## config.mk

```make
export PLATFORM = sky130hd
export DESIGN_NAME = perf_counter_bank
export DESIGN_NICKNAME = d
export VERILOG_FILES = /design/src/rtl/perf_counter_bank.sv
export SDC_FILE = /design/constraint.sdc
export NUM_CORES = 1
export LEC_CHECK = 0
export CAP_MARGIN = 20
export CELL_PAD_IN_SITES_DETAIL_PLACEMENT = 1
export CELL_PAD_IN_SITES_GLOBAL_PLACEMENT = 1
export CORE_ASPECT_RATIO = 0.75
export CORE_MARGIN = 1.5
export CORE_UTILIZATION = 48
export CTS_BUF_LIST = sky130_fd_sc_hd__clkbuf_4
export DETAILED_ROUTE_END_ITERATION = 6
export PLACE_DENSITY_LB_ADDON = 0.1
export SYNTH_ARGS = -nofsm -noshare
export SYNTH_HDL_FRONTEND = slang
export SYNTH_SLANG_ARGS = --single-unit
```

## constraint.sdc

```tcl
create_clock -name clk -period 2.2 [get_ports clk]
set_input_delay 0.33 -clock clk [delete_from_list [all_inputs] [get_ports clk]]
set_output_delay 0.33 -clock clk [all_outputs]
set_load 0.1 [all_outputs]
```

## src/rtl/perf_counter_bank.sv

```systemverilog
// Performance counter bank: per-channel event counters plus a total-cycle
// counter, gated by a RUN/HALTED state machine, with a snapshot shadow bank
// and combinational readout through a channel select.
module perf_counter_bank #(
  parameter int unsigned WIDTH    = 16,
  parameter int unsigned CHANNELS = 4,
  parameter int unsigned SEL_W    = 4,
  parameter int unsigned SATURATE = 0
) (
  input  logic                clk,
  input  logic                rst,
  input  logic                step,
  input  logic [CHANNELS-1:0] ev,
  input  logic                halt,
  input  logic                resume,
  input  logic                clr,
  input  logic                snap,
  input  logic [SEL_W-1:0]    sel,
  output logic [WIDTH-1:0]    count_out,
  output logic [WIDTH-1:0]    snap_out,
  output logic [WIDTH-1:0]    cycle_out,
  output logic [CHANNELS-1:0] ovf,
  output logic                halted
);

  typedef enum logic {StRun, StHalted} state_e;

  localparam logic [WIDTH-1:0] AllOnes = '1;

  state_e              r_state;
  logic                r_halted;
  logic [WIDTH-1:0]    r_cnt    [CHANNELS];
  logic [WIDTH-1:0]    r_shadow [CHANNELS];
  logic [WIDTH-1:0]    r_cycle;
  logic [CHANNELS-1:0] r_ovf;

  logic                w_count;
  logic [WIDTH-1:0]    w_cnt_nxt [CHANNELS];
  logic [CHANNELS-1:0] w_cnt_top;
  logic                w_cycle_top;
  logic [WIDTH-1:0]    w_cycle_nxt;

  // Counting happens only on a retired-cycle tick while running.
  assign w_count = (r_state == StRun) && step;

  // Incremented values with wrap or saturate at all-ones.
  always_comb begin
    for (int unsigned i = 0; i < CHANNELS; i++) begin
      w_cnt_top[i] = (r_cnt[i] == AllOnes);
      if (w_cnt_top[i]) begin
        w_cnt_nxt[i] = (SATURATE != 0) ? AllOnes : '0;
      end else begin
        w_cnt_nxt[i] = r_cnt[i] + WIDTH'(1);
      end
    end
    w_cycle_top = (r_cycle == AllOnes);
    if (w_cycle_top) begin
      w_cycle_nxt = (SATURATE != 0) ? AllOnes : '0;
    end else begin
      w_cycle_nxt = r_cycle + WIDTH'(1);
    end
  end

  // RUN/HALTED state machine with the halted flag registered alongside.
  always_ff @(posedge clk) begin
    if (rst) begin
      r_state  <= StRun;
      r_halted <= 1'b0;
    end else begin
      unique case (r_state)
        StRun: begin
          if (step && halt) begin
            r_state  <= StHalted;
            r_halted <= 1'b1;
          end
        end
        StHalted: begin
          if (resume) begin
            r_state  <= StRun;
            r_halted <= 1'b0;
          end
        end
      endcase
    end
  end

  // Counters, cycle count, sticky overflow and shadow bank.
  // Shadow captures pre-edge values, so it sees neither same-cycle clr nor increment.
  always_ff @(posedge clk) begin
    if (rst) begin
      for (int unsigned i = 0; i < CHANNELS; i++) begin
        r_cnt[i]    <= '0;
        r_shadow[i] <= '0;
      end
      r_cycle <= '0;
      r_ovf   <= '0;
    end else begin
      if (snap) begin
        for (int unsigned i = 0; i < CHANNELS; i++) begin
          r_shadow[i] <= r_cnt[i];
        end
      end
      if (clr) begin
        for (int unsigned i = 0; i < CHANNELS; i++) begin
          r_cnt[i] <= '0;
        end
        r_cycle <= '0;
        r_ovf   <= '0;
      end else if (w_count) begin
        r_cycle <= w_cycle_nxt;
        for (int unsigned i = 0; i < CHANNELS; i++) begin
          if (ev[i]) begin
            r_cnt[i] <= w_cnt_nxt[i];
            if (w_cnt_top[i]) begin
              r_ovf[i] <= 1'b1;
            end
          end
        end
      end
    end
  end

  // Zero-latency readout; out-of-range selects read as zero.
  always_comb begin
    count_out = '0;
    snap_out  = '0;
    for (int unsigned i = 0; i < CHANNELS; i++) begin
      if (32'(sel) == i) begin
        count_out = r_cnt[i];
        snap_out  = r_shadow[i];
      end
    end
  end

  assign cycle_out = r_cycle;
  assign ovf       = r_ovf;
  assign halted    = r_halted;

endmodule

```

==> run metrics, run 1 <==
CP Data Required Time 1.87 ns; top cell type's share of synthesized area 43.6%; Setup CP Type reg2out; Post-Synth Adder-Cell Area 0.811%; Detail Route Antenna Nets 0; post-synthesis cell count 672; simple-gate share of the synthesized area 23.7%; CP endpoint kind output pin; Top FF cell, synth edfxtp_1; Min Clock Period, post-route 2.34 ns; Die Ht 113 µm; DR iter-0 viols 749; Final period util 106%; failing checks negative setup slack; Worst Path Arrival 2.01 ns; CP Launch Type flop; vias per cell 6.16; Post-Place Cell Area 0.00953 mm²; syn_nets 692; hpwl dp 17000 µm; max_slew headroom 53.0%; CTS tree yes; Root Buffer clkbuf_4; status finished with violations; max-cap violation count 0; Warnings, synthesis 0; setup tns final -1.26 ns; Seq. cell area 0.00414 mm²; worst slew pin tran 0.700 ns; Bufs on Longest Clock Path 2; DRC 0; slowest cell on the critical path edfxtp_1; vias 6510; layout cells sized above 1 34.5%; initial antenna violation count 5; IO Pins 68; WL final 28200 µm; Starting Density 49.9%; Cell Chain, Critical Path mux4_2 -> nor2b_4 -> buf_12; Design Area, Final 0.0104 mm²; Pins Over Slew Limit 0; largest family of logic cells by synthesized area simple AND/OR/NAND/NOR gates; core area 0.0155 mm²; Area Growth Syn to Fin 34.3%; setup violators final 28; Total Nets Final 858; final core utilization 67.0%; top cells by count, synth edfxtp_1 (112), nor2_1 (79), and2_1 (67); #FFs+latches synth 150; Clock Sinks 150; Initial DRT Pass Iterations 5; Site Rows 39; cell area power density 624 mW/mm²; clk_skew 0.0329 ns; clk slew on worst S/H paths 0.13 ns; pin count of the biggest net entering global routing 65; Multi-input gate area 0.00368 mm²; EDFF count, synth 112; Overall Global Routing Usage 34.3%; Cell variety after synth 48; Seq/Total Area, Yosys 53.4%; RSZ-0062 raised after global routing yes; worst-skew pair later-pin latency 0.60 ns; synthesized area per cell 11.5 µm²; worst vdd ir 0.000455 V; Yosys top cell by area edfxtp_1; post-synth design cell area 0.00772 mm²; CP max FO 2; first-pass GRT wire length 41700 µm; post-synthesis mux area share 9.44%; die area 0.0169 mm²; Hold Violations, Final 0; CTS H-Tree Depth 4; asr flop ratio synth 0%; number of global-route vias before repair 6694; setup ws final -0.139 ns; Fillers 1541; cts bufs inserted 17; Compound-Gate Fraction of Synth Area 4.43%; top post-synthesis cells by area edfxtp_1 (44%), dfxtp_1 (9.9%), mux4_2 (8.8%); crit-path max cell delay 0.55 ns; Leak 3.88 nW; PortBufs 67; GPL Wtd Cong 0.906; WL/cell 26.7 µm; Tot Pwr 6.47 mW; global-route congestion overflow total 0; count leader, synth edfxtp_1; post-synthesis xor/xnor area fraction 5.79%; Max Freq 0.428 GHz; Die W 149 µm; HP Class in2reg
cells in the final DEF (no fill, tap or decap), types with 7 or more instances in the layout:
cell type | Yosys | routed
inv_1 | 7 | 7
a21oi_1 | 18 | 18
nand2_1 | 49 | 48
nand4_1 | 16 | 16
nand3_1 | 31 | 30
o21ai_0 | 11 | 11
and3_1 | 13 | 13
edfxtp_1 | 112 | 112
nor3_1 | 10 | 10
a31oi_1 | 9 | 9
xnor2_1 | 22 | 22
clkbuf_4 | 0 | 20
dfxtp_1 | 38 | 26
nor2b_4 | 0 | 31
xor2_1 | 29 | 29
buf_4 | 2 | 118
clkdlybuf4s50_1 | 0 | 13
buf_12 | 0 | 41
mux4_2 | 30 | 32
and2_1 | 67 | 67
dfxtp_2 | 0 | 12
nor2_1 | 79 | 78
critical path: cells and delay by family, from the launching register on:
| family | cells | cell delay (ns) |
|---|---|---|
| mux | 1 | 0.55 |
| buf+inv | 1 | 0.18 |
| simple gates | 1 | 0.16 |
| flops | 1 | 0.55 |
through the flow:
stage / setup WS, ns / hold WS [ns] / cells
5_1_grt: -0.168 / 0.356 / 1056
2_1_floorplan: -0.167 / 0.477 / 672
4_1_cts: -0.141 / 0.321 / 1044
3_3_place_gp: -0.0340 / 0.448 / 971
6_report: -0.139 / 0.345 / 1057
3_5_place_dp: -0.0312 / 0.468 / 971
final cells by class:
cell class / count / share of cell area, %
repair buffers: 177 / 18.2
clock buffers: 20 / 1.45
multi-input cells: 485 / 35.5
inverters: 7 / 0.254
clock inverters: 12 / 2.17
well taps: 205 / 2.47
flip-flops and latches: 150 / 39.9
diodes: 1 / 0.0241
state kept, by name, indices dropped and copies added, names as in the netlist:
signal / cells
r_state: 1
r_shadow: 64
cycle_out: 16
halted: 1
r_cnt: 64
ovf: 4
kinds of logic after synthesis:
kind of cell	Yosys count
simple gates	341
xor+xnor	51
flops	150
mux	32
fa+ha+maj	5
compound gates	55
buf+inv	38
power by group:
group | internal, mW | switching, mW | leakage [nW]
clock network | 1.17 | 1.13 | 0.202
registers | 3.15 | 0.0916 | 1.57
logic | 0.395 | 0.525 | 2.11
metal layers:
layer	share of wire [%]	GRT usage, %
met3	9.1	7.58
met2	48	54.3
met1	40	45.7
met5	0.043	0
met4	3.0	14.5
final timing paths:
check | start | to | cells after the start | slack, ns
worst max-delay path | r_cnt[0][0] | count_out[0] | 3 | -0.14
worst min register to register | halted | halted | 2 | 0.48
worst max register to register | r_cnt[3][0] | r_cnt[3][8] | 9 | -0.08
worst min-delay path | halt | r_state | 3 | 0.35
timing repair:
action,CTS,global route
hold buffers,0,0
cloned,0,1
buffers inserted,46,12
hold endpoints to repair,0,0
pin swaps,0,3
gates resized for setup,11,9
setup endpoints to repair,17,47
(Power assumes the default switching activity.)
==> run 2, diff against run 1 <==
--- a/config.mk
+++ b/config.mk
@@ -13,6 +13,7 @@
 export CORE_UTILIZATION = 48
 export CTS_BUF_LIST = sky130_fd_sc_hd__clkbuf_4
 export DETAILED_ROUTE_END_ITERATION = 6
+export GPL_TIMING_DRIVEN = 0
 export PLACE_DENSITY_LB_ADDON = 0.1
 export SYNTH_ARGS = -nofsm -noshare
 export SYNTH_HDL_FRONTEND = slang
==> run 2 against run 1 <==
Net effect:
- the run still ends with negative setup slack left
- non-clock buffer count shrank 8
- worst setup slack gained 0.029 ns
- sequential share of layout area grew 0.98 points
- clock skew shrank 0.0090 ns
- largest power group unchanged
==> run metrics, run 2 (same netlist as run 1, synthesis figures left out) <==
initial antenna violation count 3 (was 5); Min Clock Period, post-route 2.31 ns (was 2.34 ns); status finished with violations (unchanged); layout cells sized above 1 31.5% (was 34.5%); IO Pins 68 (unchanged); DR iter-0 viols 510 (was 749); hpwl dp 17300 µm (was 17000 µm); clk slew on worst S/H paths 0.14 ns (was 0.13 ns); commonest non-fill, non-tap cell in the layout edfxtp_1 (was buf_4); PortBufs 66 (was 67); clk_skew 0.0240 ns (was 0.0329 ns); Die W 149 µm (unchanged); max-cap violation count 0 (unchanged); WL final 26500 µm (was 28200 µm); WL/cell 25.3 µm (was 26.7 µm); Detail Route Antenna Nets 0 (unchanged); setup violators final 15 (was 28); Bufs on Longest Clock Path 2 (unchanged); Starting Density 49.9% (unchanged); CP endpoint kind output pin (unchanged); cell area power density 609 mW/mm² (was 624 mW/mm²); first-pass GRT wire length 39000 µm (was 41700 µm); Worst Path Arrival 1.98 ns (was 2.01 ns); commonest cells after routing, fill and taps aside edfxtp_1 (112), nor2_1 (78), buf_4 (76) (was buf_4 (118), edfxtp_1 (112), nor2_1 (78)); Area Growth Syn to Fin 31.0% (was 34.3%); worst slew pin tran 0.957 ns (was 0.700 ns); final core utilization 65.4% (was 67.0%); pin count of the biggest net entering global routing 35 (was 65); GPL Wtd Cong 0.889 (was 0.906); CP Data Required Time 1.87 ns (about the same); number of global-route vias before repair 6449 (was 6694); Initial DRT Pass Iterations 5 (unchanged); worst vdd ir 0.000506 V (was 0.000455 V); cts bufs inserted 17 (unchanged); Root Buffer clkbuf_4 (unchanged); DRC 0 (unchanged); Tot Pwr 6.15 mW (was 6.47 mW); Pins Over Slew Limit 0 (unchanged); Total Nets Final 849 (was 858); CTS H-Tree Depth 4 (unchanged); Final period util 105% (was 106%); Clock Sinks 150 (unchanged); Site Rows 39 (unchanged); HP Class in2reg (unchanged); CP Launch Type flop (unchanged); CP max FO 5 (was 2); Setup CP Type reg2out (unchanged); vias 6449 (was 6510); setup ws final -0.110 ns (was -0.139 ns); failing checks negative setup slack (unchanged); CTS tree yes (unchanged); Leak 3.73 nW (was 3.88 nW); max_slew headroom 35.7% (was 53.0%); vias per cell 6.15 (was 6.16); Die Ht 113 µm (unchanged); Hold Violations, Final 0 (unchanged); die area 0.0169 mm² (unchanged); worst-skew pair later-pin latency 0.59 ns (was 0.60 ns); global-route congestion overflow total 0 (unchanged); Overall Global Routing Usage 31.9% (was 34.3%); RSZ-0062 raised after global routing yes (unchanged); Max Freq 0.433 GHz (was 0.428 GHz); core area 0.0155 mm² (unchanged)
## run 2: changes by cell type in the layout (fill, tap and decap cells not counted), sizes merged
cell | previous run | this run
or2 | 7 | 6
clkbuf | 20 | 38
inv | 8 | 11
clkinvlp | 0 | 2
bufinv | 6 | 4
buf | 164 | 118
clkdlybuf4s15 | 0 | 12
dlygate4sd2 | 0 | 6
clkdlybuf4s50 | 13 | 12
## run 2: critical path: stages, from the launching register on
cell and delay, ns:
edfxtp_1 0.56, mux4_2 0.51, nor2b_4 0.15, buf_12 0.17
## run 2: repair_timing
| action | in CTS | in global routing |
|---|---|---|
| setup buffers | 44 | 26 |
| hold buffers | 0 | 0 |
| endpoints found under the setup margin | 130 | 120 |
| gates resized for setup | 319 | 39 |
| pin swaps | 3 | 4 |
| hold endpoints to repair | 0 | 0 |
## run 2: final timing paths
kind                                   from      endpoint  slack [ns]  cells after the start
worst max register to register  r_cnt[3][1]   r_cnt[3][6]           0                      8
worst min-delay path                   halt       r_state        0.42                      3
worst min register to register       ovf[2]        ovf[2]        0.48                      2
worst max-delay path            r_cnt[3][5]  count_out[5]       -0.11                      3
## run 2: power breakdown
group | switching (mW) | internal [mW]
registers | 0.0898 | 3.15
clock network | 1.13 | 0.911
logic | 0.513 | 0.356
## run 2: area by class of cell
cell class	count	area, µm²
clock buffer	17	128
tap	205	256
inverter	7	26.3
clock inverter	15	201
fill	1567	5360
buffer	29	206
sequential	150	4140
timing repair buffer	140	1450
multi-input combinational	484	3700
antenna	1	2.50
## run 2: routing by layer
metal | vias to the layer above | part of all wire (%) | global-route usage (%)
met5 | - | 0.049 | 0
met4 | 2 | 1.7 | 8.58
met3 | 40 | 9.7 | 6.77
met2 | 351 | 48 | 50.8
met1 | 3294 | 41 | 44.4
li1 | 2762 | - | -
## run 2: through the flow
| stage | std cells | instance area, µm² | hold slack [ns] | worst slack (ns) | TNS (ns) |
|---|---|---|---|---|---|
| floorplan | 672 | 7950 | 0.477 | -0.167 | -0.167 |
| global placement | 943 | 8870 | 0.446 | -1.35 | -90.61 |
| detailed placement | 947 | 8940 | 0.460 | -1.33 | -80.85 |
| CTS | 1022 | 9850 | 0.306 | -0.112 | -0.769 |
| global route | 1048 | 10100 | 0.412 | -0.141 | -1.71 |
| finish | 1048 | 10100 | 0.422 | -0.110 | -0.865 |
==> run 3, diff against run 2 <==
--- a/config.mk
+++ b/config.mk
@@ -14,7 +14,7 @@
 export CTS_BUF_LIST = sky130_fd_sc_hd__clkbuf_4
 export DETAILED_ROUTE_END_ITERATION = 6
 export GPL_TIMING_DRIVEN = 0
-export PLACE_DENSITY_LB_ADDON = 0.1
+export PLACE_DENSITY = 0.94
 export SYNTH_ARGS = -nofsm -noshare
 export SYNTH_HDL_FRONTEND = slang
 export SYNTH_SLANG_ARGS = --single-unit
==> run 3 against run 2 <==
Net effect:
- the flow finishes with violations (design-rule violations, negative setup slack)
- via count is 15% higher
- power up 4.9%
- core utilization increased by 0.96 points
- worst setup slack lost 0.25 ns
- global-route usage grew 6.8 points
- first-iteration DRC count rose to 2.6 times the previous value
- clock power increased by 9.8%
- critical path type unchanged
- critical endpoint is now count_out[14]
==> run metrics, run 3 (same netlist as run 1, synthesis figures left out) <==
status finished with violations (unchanged); failing checks design-rule violations, negative setup slack (was negative setup slack); slowest cell on the critical path mux4_2 (was edfxtp_1); hpwl dp 17500 µm (was 17300 µm); reg-to-reg slack, setup -0.15 ns (was 0 ns); Max Freq 0.390 GHz (was 0.433 GHz); CP Data Required Time 1.87 ns (about the same); initial antenna violation count 6 (was 3); CP Launch Type flop (unchanged); worst-skew pair later-pin latency 0.63 ns (was 0.59 ns); Cell Chain, Critical Path mux4_2 -> nor2b_4 -> buf_12 (unchanged); cts bufs inserted 17 (unchanged); RSZ-0062 raised after global routing yes (unchanged); number of global-route vias before repair 7208 (was 6449); Hold Violations, Final 0 (unchanged); Bufs on Longest Clock Path 2 (unchanged); Setup CP Type reg2out (unchanged); Starting Density 49.9% (unchanged); DR iter-0 viols 1344 (was 510); first-pass GRT wire length 46500 µm (was 39000 µm); Area Growth Syn to Fin 33.0% (was 31.0%); delay-heaviest family, CP multiplexers (was flip-flops); Design Area, Final 0.0103 mm² (was 0.0101 mm²); worst slew pin tran 0.969 ns (was 0.957 ns); cell area power density 629 mW/mm² (was 609 mW/mm²); CTS H-Tree Depth 4 (unchanged); Site Rows 39 (unchanged); IO Pins 68 (unchanged); Overall Global Routing Usage 38.7% (was 31.9%); Root Buffer clkbuf_4 (unchanged); Initial DRT Pass Iterations 7 (was 5); CP bufs+invs 1 (unchanged); CP endpoint kind output pin (unchanged); crit-path max cell delay 0.65 ns (was 0.56 ns); setup violators final 58 (was 15); clk slew on worst S/H paths 0.18 ns (was 0.14 ns); die area 0.0169 mm² (unchanged); Tot Pwr 6.46 mW (was 6.15 mW); Clock Sinks 150 (unchanged); layout cells sized above 1 34.1% (was 31.5%); Die W 149 µm (unchanged); Post-Place Cell Area 0.00894 mm² (unchanged); Fillers 1546 (was 1567); DRC 1 (was 0); Final period util 116% (was 105%); worst vdd ir 0.000549 V (was 0.000506 V); Pins Over Slew Limit 0 (unchanged); WL/cell 33.5 µm (was 25.3 µm); Worst Path Arrival 2.23 ns (was 1.98 ns); HP Class in2reg (unchanged); WL final 35500 µm (was 26500 µm); setup tns final -4.31 ns (was -0.865 ns); Die Ht 113 µm (unchanged); max_slew headroom 34.9% (was 35.7%); commonest cells after routing, fill and taps aside edfxtp_1 (112), nor2_1 (77), buf_4 (75) (was edfxtp_1 (112), nor2_1 (78), buf_4 (76)); Leak 3.79 nW (was 3.73 nW); Min Clock Period, post-route 2.56 ns (was 2.31 ns); final core utilization 66.3% (was 65.4%); dpl ws -1.40 ns (was -1.33 ns); CP max FO 5 (unchanged); GPL Wtd Cong 0.886 (was 0.889); clk_skew 0.0455 ns (was 0.0240 ns); CTS tree yes (unchanged); setup ws final -0.362 ns (was -0.110 ns); commonest non-fill, non-tap cell in the layout edfxtp_1 (unchanged); core area 0.0155 mm² (unchanged); global-route congestion overflow total 0 (unchanged); vias per cell 6.98 (was 6.15); max-cap violation count 0 (unchanged); vias 7396 (was 6449); pin count of the biggest net entering global routing 37 (was 35); Total Nets Final 854 (was 849); PortBufs 66 (unchanged); Detail Route Antenna Nets 0 (unchanged)
[run 3: final timing paths]
path / from / end / cells after the start
setup / recovery: r_cnt[1][14] / count_out[14] / 3
setup reg to reg: r_cnt[0][8] / r_cnt[0][2] / 7
hold reg to reg: halted / halted / 2
hold / removal: halt / r_state / 3
[run 3: final cells by class]
cell class | instances | area, µm² | share of cell area (%)
Sequential cell | 150 | 4140 | 40.4
Inverter | 7 | 26.3 | 0.256
Clock inverter | 13 | 204 | 1.99
Clock buffer | 19 | 143 | 1.39
Buffer | 29 | 210 | 2.05
Multi-Input combinational cell | 484 | 3760 | 36.6
Antenna cell | 7 | 17.5 | 0.171
Tap cell | 205 | 256 | 2.50
Timing Repair Buffer | 145 | 1500 | 14.7
[run 3: routing by layer]
layer  up-vias  part of all wire, %  global-route usage [%]
met2       748                   44                    62.4
met3       255                   13                    12.7
met1      3614                   35                    46.1
li1       2777                    -                       -
met4         2                  8.0                    20.5
met5         -                0.037                       0
[run 3: repair_timing]
action	in CTS	in global routing
gates cloned	0	0
endpoints found under the hold margin	0	0
endpoints found under the setup margin	135	96
gates resized for setup	324	69
pin swaps	3	3
buffers inserted	53	22
hold buffers	0	0
[run 3: stage by stage]
step	hold slack, ns	instances
CTS	0.342	1031
global route	0.315	1054
global placement	0.452	943
floorplan	0.477	672
detailed placement	0.450	947
finish	0.331	1059
[run 3: tightest hold or removal path, delay by kind of cell]
kind | cells | cell delay, ns
AOI/OAI and AO/OA | 1 | 0.06
and+or+nand+nor | 1 | 0.09
buffers and inverters | 1 | 0.41
[run 3: where the power goes]
group | internal (mW) | switching (mW) | total, mW
Clock | 1.04 | 1.20 | 2.24
Combinational | 0.373 | 0.576 | 0.948
Sequential | 3.16 | 0.118 | 3.27
Total | 4.56 | 1.89 | 6.46
